--- src/rtl/uart_rx_decoder_pkg.sv ---
// Shared constants and the ASCII symbol decoder for the UART receive path.
// fnASCII2Nib is the inverse of the transmit-side symbol-to-ASCII mapping.
package uart_rx_decoder_pkg;

  localparam int uart_num_nib = 2;
  localparam int seq_dp_width = 8 * uart_num_nib;

  localparam logic [1:0] ERR_BADCHAR = 2'd1;
  localparam logic [1:0] ERR_SHORT   = 2'd2;
  localparam logic [1:0] ERR_LONG    = 2'd3;

  typedef enum logic [1:0] {
    stCollect = 2'd0,
    stTerm    = 2'd1,
    stDiscard = 2'd2
  } state_t;

  typedef struct packed {
    logic [7:0] code;
    logic       is_sym;
    logic       is_term;
  } dec_t;

  // '0'-'9' -> 0x00-0x09, 'A'-'Z' and 'a'-'z' -> 0x0A-0x23, LF or CR terminate.
  function automatic dec_t fnASCII2Nib(input logic [7:0] c);
    dec_t r;
    r = '0;
    if (c >= 8'h30 && c <= 8'h39) begin
      r.code   = c - 8'h30;
      r.is_sym = 1'b1;
    end else if (c >= 8'h41 && c <= 8'h5A) begin
      r.code   = c - 8'h41 + 8'd10;
      r.is_sym = 1'b1;
    end else if (c >= 8'h61 && c <= 8'h7A) begin
      r.code   = c - 8'h61 + 8'd10;
      r.is_sym = 1'b1;
    end else if (c == 8'h0A || c == 8'h0D) begin
      r.is_term = 1'b1;
    end
    return r;
  endfunction

endpackage

--- src/rtl/uart_rx_decoder.sv ---
// Decodes received ASCII lines into packed symbol words for the sequencer,
// rejecting malformed lines and reporting overruns of the holding register.
module uart_rx_decoder
  import uart_rx_decoder_pkg::*;
(
  input  logic                    clk,
  input  logic                    rst,
  input  logic [7:0]              i_rx_data,
  input  logic                    i_rx_valid,
  output logic [seq_dp_width-1:0] o_word,
  output logic                    o_word_valid,
  input  logic                    i_word_rdy,
  output logic                    o_err,
  output logic [1:0]              o_err_code,
  output logic                    o_overrun
);

  localparam int CNT_W = $clog2(uart_num_nib + 1);
  localparam logic [CNT_W-1:0] LAST_CNT = CNT_W'(uart_num_nib - 1);

  state_t                  r_state;
  logic [CNT_W-1:0]        r_cnt;
  logic [seq_dp_width-1:0] r_shreg;
  dec_t                    w_dec;
  logic                    w_can_load;

  assign w_dec      = fnASCII2Nib(i_rx_data);
  assign w_can_load = !o_word_valid || i_word_rdy;

  always_ff @(posedge clk) begin
    if (rst) begin
      r_state      <= stCollect;
      r_cnt        <= '0;
      r_shreg      <= '0;
      o_word       <= '0;
      o_word_valid <= 1'b0;
      o_err        <= 1'b0;
      o_err_code   <= 2'd0;
      o_overrun    <= 1'b0;
    end else begin
      o_err      <= 1'b0;
      o_err_code <= 2'd0;
      o_overrun  <= 1'b0;
      // A commit later in this block overrides the handshake clear.
      if (o_word_valid && i_word_rdy)
        o_word_valid <= 1'b0;

      if (i_rx_valid) begin
        unique case (r_state)
          stCollect: begin
            if (w_dec.is_sym) begin
              r_shreg <= {r_shreg[seq_dp_width-9:0], w_dec.code};
              r_cnt   <= r_cnt + 1'b1;
              if (r_cnt == LAST_CNT)
                r_state <= stTerm;
            end else if (w_dec.is_term) begin
              // Empty lines and the second byte of a CR/LF pair fall through.
              if (r_cnt != '0) begin
                o_err      <= 1'b1;
                o_err_code <= ERR_SHORT;
                r_cnt      <= '0;
              end
            end else begin
              o_err      <= 1'b1;
              o_err_code <= ERR_BADCHAR;
              r_state    <= stDiscard;
            end
          end
          stTerm: begin
            if (w_dec.is_term) begin
              r_cnt   <= '0;
              r_state <= stCollect;
              if (w_can_load) begin
                o_word       <= r_shreg;
                o_word_valid <= 1'b1;
              end else begin
                o_overrun <= 1'b1;
              end
            end else begin
              o_err      <= 1'b1;
              o_err_code <= ERR_LONG;
              r_state    <= stDiscard;
            end
          end
          stDiscard: begin
            if (w_dec.is_term) begin
              r_cnt   <= '0;
              r_state <= stCollect;
            end
          end
          default: begin
            r_cnt   <= '0;
            r_state <= stCollect;
          end
        endcase
      end
    end
  end

endmodule

--- config.mk ---
export PLATFORM = sky130hd
export DESIGN_NAME = uart_rx_decoder
export DESIGN_NICKNAME = d
export VERILOG_FILES = /design/src/rtl/uart_rx_decoder_pkg.sv /design/src/rtl/uart_rx_decoder.sv
export SDC_FILE = /design/constraint.sdc
export NUM_CORES = 1
export LEC_CHECK = 0
export ABC_AREA = 1
export BUFFER_PORTS_ARGS = -buffer_cell sky130_fd_sc_hd__buf_2
export CAP_MARGIN = 10
export CORE_MARGIN = 2
export CORE_UTILIZATION = 40
export DETAILED_ROUTE_END_ITERATION = 8
export SYNTH_ARGS = -nofsm -noshare
export SYNTH_HDL_FRONTEND = slang
export SYNTH_SLANG_ARGS = --single-unit
--- constraint.sdc ---
create_clock -name clk -period 1.56 [get_ports clk]
set_clock_uncertainty 0.1 [all_clocks]
set_input_delay 0.156 -clock clk [delete_from_list [all_inputs] [get_ports clk]]
set_output_delay 0.156 -clock clk [all_outputs]
set_load 0.05 [all_outputs]
==> impl_metrics.yaml, run 1 <==
synth:
  syn-instance-count: 338
  synth_area_leaders: "dfxtp_1, nand2_1, nor2_1, ha_1, a21oi_1"
  synth-seq-cells: 41
  synth-main-ff-cell: "dfxtp_1"
  synth_seq_area_share: 0.342
  synth.net_count: 364
  ys_types: 32
  yosys.area.top_type: "dfxtp_1"
  synthesis.area_mm2: 0.00240
  async_flop_share: 0
  synth-edff-count: 0
  synthTopCellsByCount: "nand2_1, nor2_1, dfxtp_1, inv_1, a21oi_1"
  synth_most_common_cell: "nand2_1"
  yosysWarnings: 0
  avgSynthCellArea_um2: 7.10
  synthDominantCellAreaShare: 0.342
routing:
  totalWireLength_um: 5890
  drc: 0
  vias_per_cell: 4.85
  vias: 2358
  drt_iter0_markers: 126
  routedWlPerCell_um: 12.1
  first_pass_iters: 4
  ant_nets: 0
floorplanning:
  die_area_mm2: 0.00664
  die_y_um: 81.5
  io_pins: 33
  num_rows: 28
  coreArea_mm2: 0.00585
  start_util: 0.410
  die_w_um: 81.5
worst_hold_path:
  hold_path.class: "primary input to flop"
  hold_depth: 4
  hold_end: "o_overrun"
  hold_start: "i_word_rdy"
worst_setup_path:
  cpLargestDelayFamily: "simple AND/OR/NAND/NOR gates"
  ff2ff_path_depth: 7
  start_kind: "flop"
  worstPathCellList: "inv_2 > ha_2 > inv_2 > nor2_4 > buf_8 > nand4_1 > a21oi_1"
  crit_required_ns: 1.68
  worst-path-max-fanout: 8
  cp.arrival_ns: 1.61
  reg2reg_from: "r_state[1]"
  critical_path_class: "flop to flop"
  path_buf_inv: 3
  crit_path_frequent_cell: "inv_2"
  slowest_delay_ns: 0.33
  slowest_stage: "dfxtp_1"
  path_depth: 7
  r2r-end: "o_word[4]"
  rrSetupSlack_ns: 0.06
  end_kind: "flop"
power:
  power_density_mw_per_mm2: 898
  p_sw_frac: 0.341
  pwr-share-seq: 0.409
  leakagePower_nw: 1.49
  p_switching_mw: 1.00
  internal_power_mw: 1.94
  pwr-share-clk: 0.245
  ir_worst_vdd_v: 0.000445
  pwr-share-comb: 0.346
clocking:
  cts-root-buf: "clkbuf_8"
  cts.sink_count: 41
  h-tree-depth: 2
  insertion_delay_ns: 0.29
  cts_tree: "built"
  clkTransAtPathRegs_ns: 0.07
  cts_buffers: 5
  cts_buffer_depth: 2
layout:
  nFillCells: 554
  n_antenna_cell: 0
  final_core_util: 0.559
  finalNonFillerCells: 486
  layout-drive-gt1-share: 0.360
  final_nets: 436
  syn2layout_area_growth_pct: 36.1
  stdcell_area_mm2: 0.00327
status:
  status: "finished, final reports clean"
sta:
  clock.fmax_mhz: 669
  report.final.slew_viol_count: 0
  period_minus_slack_ns: 1.50
  tns_ns: 0
  slew-limit-headroom: 0.799
  tightest_slew_ns: 0.302
  final.period_utilization: 0.959
  hold_viol_final: 0
  setup_viol: 0
  setup_ws_ns: 0.0645
grt:
  grt.total_usage: 0.181
  grt_pass1_vias: 2046
  grt_pass1_wl_um: 9350
  grt.overflow.total: 0
  grt_max_degree: 20
  antenna_found_initial: 0
job:
  cap_violations: 0
placed_design:
  place_congestion: 0.873
  dp_cells: 473
  dpl.hpwl_um: 4350
  place_area_mm2: 0.00301
  port_buffers: 32
  dp_slack_ns: -0.299
-- cell families after synthesis --
kind of cell | after synthesis | synth area share
adder cells (fa/ha/maj) | 14 | 0.0730
buffers and inverters | 52 | 0.115
AO/OA/AOI/OAI | 55 | 0.124
XOR/XNOR | 4 | 0.0146
AND/OR/NAND/NOR | 172 | 0.332
flip-flops | 41 | 0.342
-- worst register-to-register path: stages (launching register included) --
cell and delay (ns):
dfxtp_1 0.33, inv_2 0.07, ha_2 0.19, inv_2 0.06, nor2_4 0.23, buf_8 0.17, nand4_1 0.12, a21oi_1 0.17
-- through the flow --
step | total power, mW | hold WS (ns)
floorplan | 1.83 | 0.222
global placement | 2.12 | 0.311
detailed placement | 2.13 | 0.313
CTS | 2.87 | 0.0640
global route | 3.14 | 0.0903
finish | 2.94 | 0.0829
-- sequential cells by signal (all words and copies together), names as in the netlist --
| name | cells |
|---|---|
| r_shreg | 16 |
| o_word | 16 |
| o_word_valid | 1 |
| r_state | 2 |
| r_cnt | 2 |
| o_err | 1 |
| o_err_code | 2 |
| o_overrun | 1 |
-- per-layer routing --
metal | GRT usage | vias up | wire length (µm)
met3 | 0.0297 | 5 | 196
met2 | 0.311 | 47 | 2820
met4 | 0.0508 | 0 | 55
li1 | - | 1243 | -
met5 | 0 | - | 0
met1 | 0.235 | 1063 | 2810
-- worst max path at each step --
stage	end	startpoint	slack (ns)
floorplan	r_shreg[14]	i_rx_data[1]	-0.03
global placement	r_shreg[4]	i_rx_data[1]	-0.28
detailed placement	r_shreg[6]	i_rx_data[1]	-0.30
CTS	r_shreg[6]	i_rx_data[1]	0.005
global route	r_shreg[9]	i_rx_data[5]	-0.02
finish	o_word[4]	r_state[1]	0.06
-- placed cells by master, fill, tap and decap left out, drive strengths merged, types with 3 or more instances in the layout --
cell,n
nand2,79
nand3,20
inv,35
clkbuf,7
ha,14
o21ai,23
xor2,3
dfxtp,41
nor2,55
buf,77
nand4,17
a21oi,31
-- power groups by stage --
stage / clock, mW / sequential [mW] / combinational [mW]
after floorplan: 0 / 1.23 / 0.593
after global placement: 0 / 1.22 / 0.899
after detailed placement: 0 / 1.22 / 0.910
after CTS: 0.742 / 1.20 / 0.927
after global routing: 0.788 / 1.22 / 1.14
final: 0.719 / 1.20 / 1.02
-- what timing repair did --
| item | in CTS | in global routing |
|---|---|---|
| endpoints found under the setup margin | 9 | 38 |
| buffers inserted | 0 | 2 |
| resized for setup | 2 | 42 |
| pin swaps | 0 | 13 |
| endpoints found under the hold margin | 2 | 0 |
| cloned | 0 | 2 |
| hold buffers | 1 | 0 |
-- layout make-up --
cell class,count,area [µm²],area share
flip-flops and latches,41,822,0.252
clock inverters,2,13.8,0.00421
well taps,75,93.8,0.0287
inverters,37,180,0.0551
repair buffers,79,599,0.183
clock buffers,6,82.6,0.0253
multi-input cells,246,1480,0.452
Note: power is estimated with default switching activity, not from simulation.
==> inputs of run 2 (changes only) <==
--- a/config.mk
+++ b/config.mk
@@ -11,6 +11,7 @@
 export CORE_MARGIN = 2
 export CORE_UTILIZATION = 40
 export DETAILED_ROUTE_END_ITERATION = 8
+export MAX_ROUTING_LAYER = met4
 export SYNTH_ARGS = -nofsm -noshare
 export SYNTH_HDL_FRONTEND = slang
 export SYNTH_SLANG_ARGS = --single-unit
==> impl_metrics.yaml, run 2 (synthesis results as in run 1) <==
worst_hold_path:
  hold_depth: 4
  hold_path.class: "primary input to flop"
  hold_end: "o_overrun"
  hold_start: "i_word_rdy"
sta:
  final.period_utilization: 0.959
  clock.fmax_mhz: 669
  setup_viol: 0
  rsz0062_at_grt: "yes"
  tightest_slew_ns: 0.503
  slew-limit-headroom: 0.665
  setup_ws_ns: 0.0643
  report.final.slew_viol_count: 0
  hold_viol_final: 0
  period_minus_slack_ns: 1.50
floorplanning:
  die_y_um: 81.5
  num_rows: 28
  die_w_um: 81.5
  start_util: 0.410
  coreArea_mm2: 0.00585
  io_pins: 33
  die_area_mm2: 0.00664
worst_setup_path:
  cp.arrival_ns: 1.58
  worst-path-max-fanout: 7
  slowest_delay_ns: 0.21
  rrSetupSlack_ns: 0.10
  slowest_stage: "ha_4"
  critical_path_class: "primary input to flop"
  worstPathCellList: "buf_12 > clkinvlp_4 > ha_4 > inv_2 > nor2_2 > nand2_1 > nand3_2 > nand2_2 > nand3_4 > nand2_4 > nor2_8 > buf_12 > o21ai_0 > nor2_1"
  r2r-end: "r_state[0]"
  ff2ff_path_depth: 9
  start_kind: "primary input"
  end_kind: "flop"
  reg2reg_from: "r_state[0]"
  crit_required_ns: 1.65
  crit_path_frequent_cell: "buf_12"
routing:
  vias_per_cell: 4.91
  drt_iter0_markers: 97
  ant_nets: 0
  routedWlPerCell_um: 12.1
  vias: 2384
  totalWireLength_um: 5880
  drc: 0
  first_pass_iters: 4
layout:
  top_regs: "o_word (16), r_shreg (16)"
  mostFrequentLayoutCells: "nand2_1, nor2_1, buf_4"
  n_antenna_cell: 0
  final_nets: 436
  layout-drive-gt1-share: 0.358
  final_core_util: 0.561
  syn2layout_area_growth_pct: 36.6
  mostFrequentLayoutCell: "nand2_1"
grt:
  grt_pass1_vias: 2243
  grt.overflow.total: 0
  grt_max_degree: 20
  antenna_found_initial: 0
  grt.total_usage: 0.195
  grt_pass1_wl_um: 9850
placed_design:
  port_buffers: 32
  place_congestion: 0.873
  dpl.hpwl_um: 4510
  dp_slack_ns: -0.315
clocking:
  h-tree-depth: 2
  clkTransAtPathRegs_ns: 0.08
  insertion_delay_ns: 0.29
  cts-root-buf: "clkbuf_8"
  cts_buffer_depth: 2
  cts_tree: "built"
  cts_buffers: 5
  cts.sink_count: 41
power:
  ir_worst_vdd_v: 0.000423
  leakagePower_nw: 1.50
  power_density_mw_per_mm2: 898
job:
  cap_violations: 0
status:
  status: "finished, final reports clean"
[run 2: cell type report]
cell class,count,area (µm²)
clock buffer,6,82.6
clock inverter,2,13.8
fill,569,2570
inverter,37,181
multi-input combinational,245,1490
sequential,41,821
tap,75,93.8
timing repair buffer,80,598
[run 2: worst max-delay path by stage]
stage	startpoint	end	slack (ns)	depth (start not counted)
after global routing	r_state[1]	r_state[0]	-0.03	9
final	i_rx_data[4]	r_shreg[3]	0.06	14
after detailed placement	i_rx_data[1]	r_shreg[2]	-0.31	12
after CTS	i_rx_data[4]	r_shreg[2]	0.009	14
after floorplan	i_rx_data[1]	r_shreg[14]	-0.03	14
after global placement	i_rx_data[1]	r_shreg[6]	-0.29	12
[run 2: power breakdown]
part / total [mW] / switching, mW / internal (mW)
logic: 1.01 / 0.586 / 0.428
registers: 1.20 / 0.0597 / 1.14
clock network: 0.730 / 0.371 / 0.359
total: 2.95 / 1.02 / 1.93
[run 2: timing repair]
item                                   CTS  global route
resized for setup                        4            45
endpoints found under the hold margin    2             0
pin swaps                                0            20
setup endpoints to repair               12            36
hold buffers                             1             0
setup buffers                            0             3
[run 2: worst max-delay path: cells and delay by family]
kind | cells | cell delay (ns)
compound gates | 1 | 0.14
fa+ha+maj | 1 | 0.21
buf+inv | 4 | 0.44
simple gates | 8 | 0.64
[run 2: through the flow]
| stage | setup TNS, ns | hold slack [ns] | instance area (µm²) | power (mW) | instances |
|---|---|---|---|---|---|
| global route | -0.264 | 0.0866 | 3280 | 3.15 | 486 |
| finish | 0 | 0.0815 | 3280 | 2.95 | 486 |
| CTS | 0 | 0.0692 | 3140 | 2.88 | 483 |
| global placement | -8.02 | 0.307 | 3020 | 2.12 | 474 |
| detailed placement | -9.63 | 0.300 | 3020 | 2.14 | 474 |
| floorplan | -0.188 | 0.222 | 2530 | 1.83 | 338 |
[run 2: per-layer routing]
| metal | global-route usage | routed length, µm |
|---|---|---|
| met5 | - | 0 |
| met4 | 0.0746 | 119 |
| met3 | 0.0352 | 196 |
| met2 | 0.311 | 2830 |
| met1 | 0.245 | 2730 |
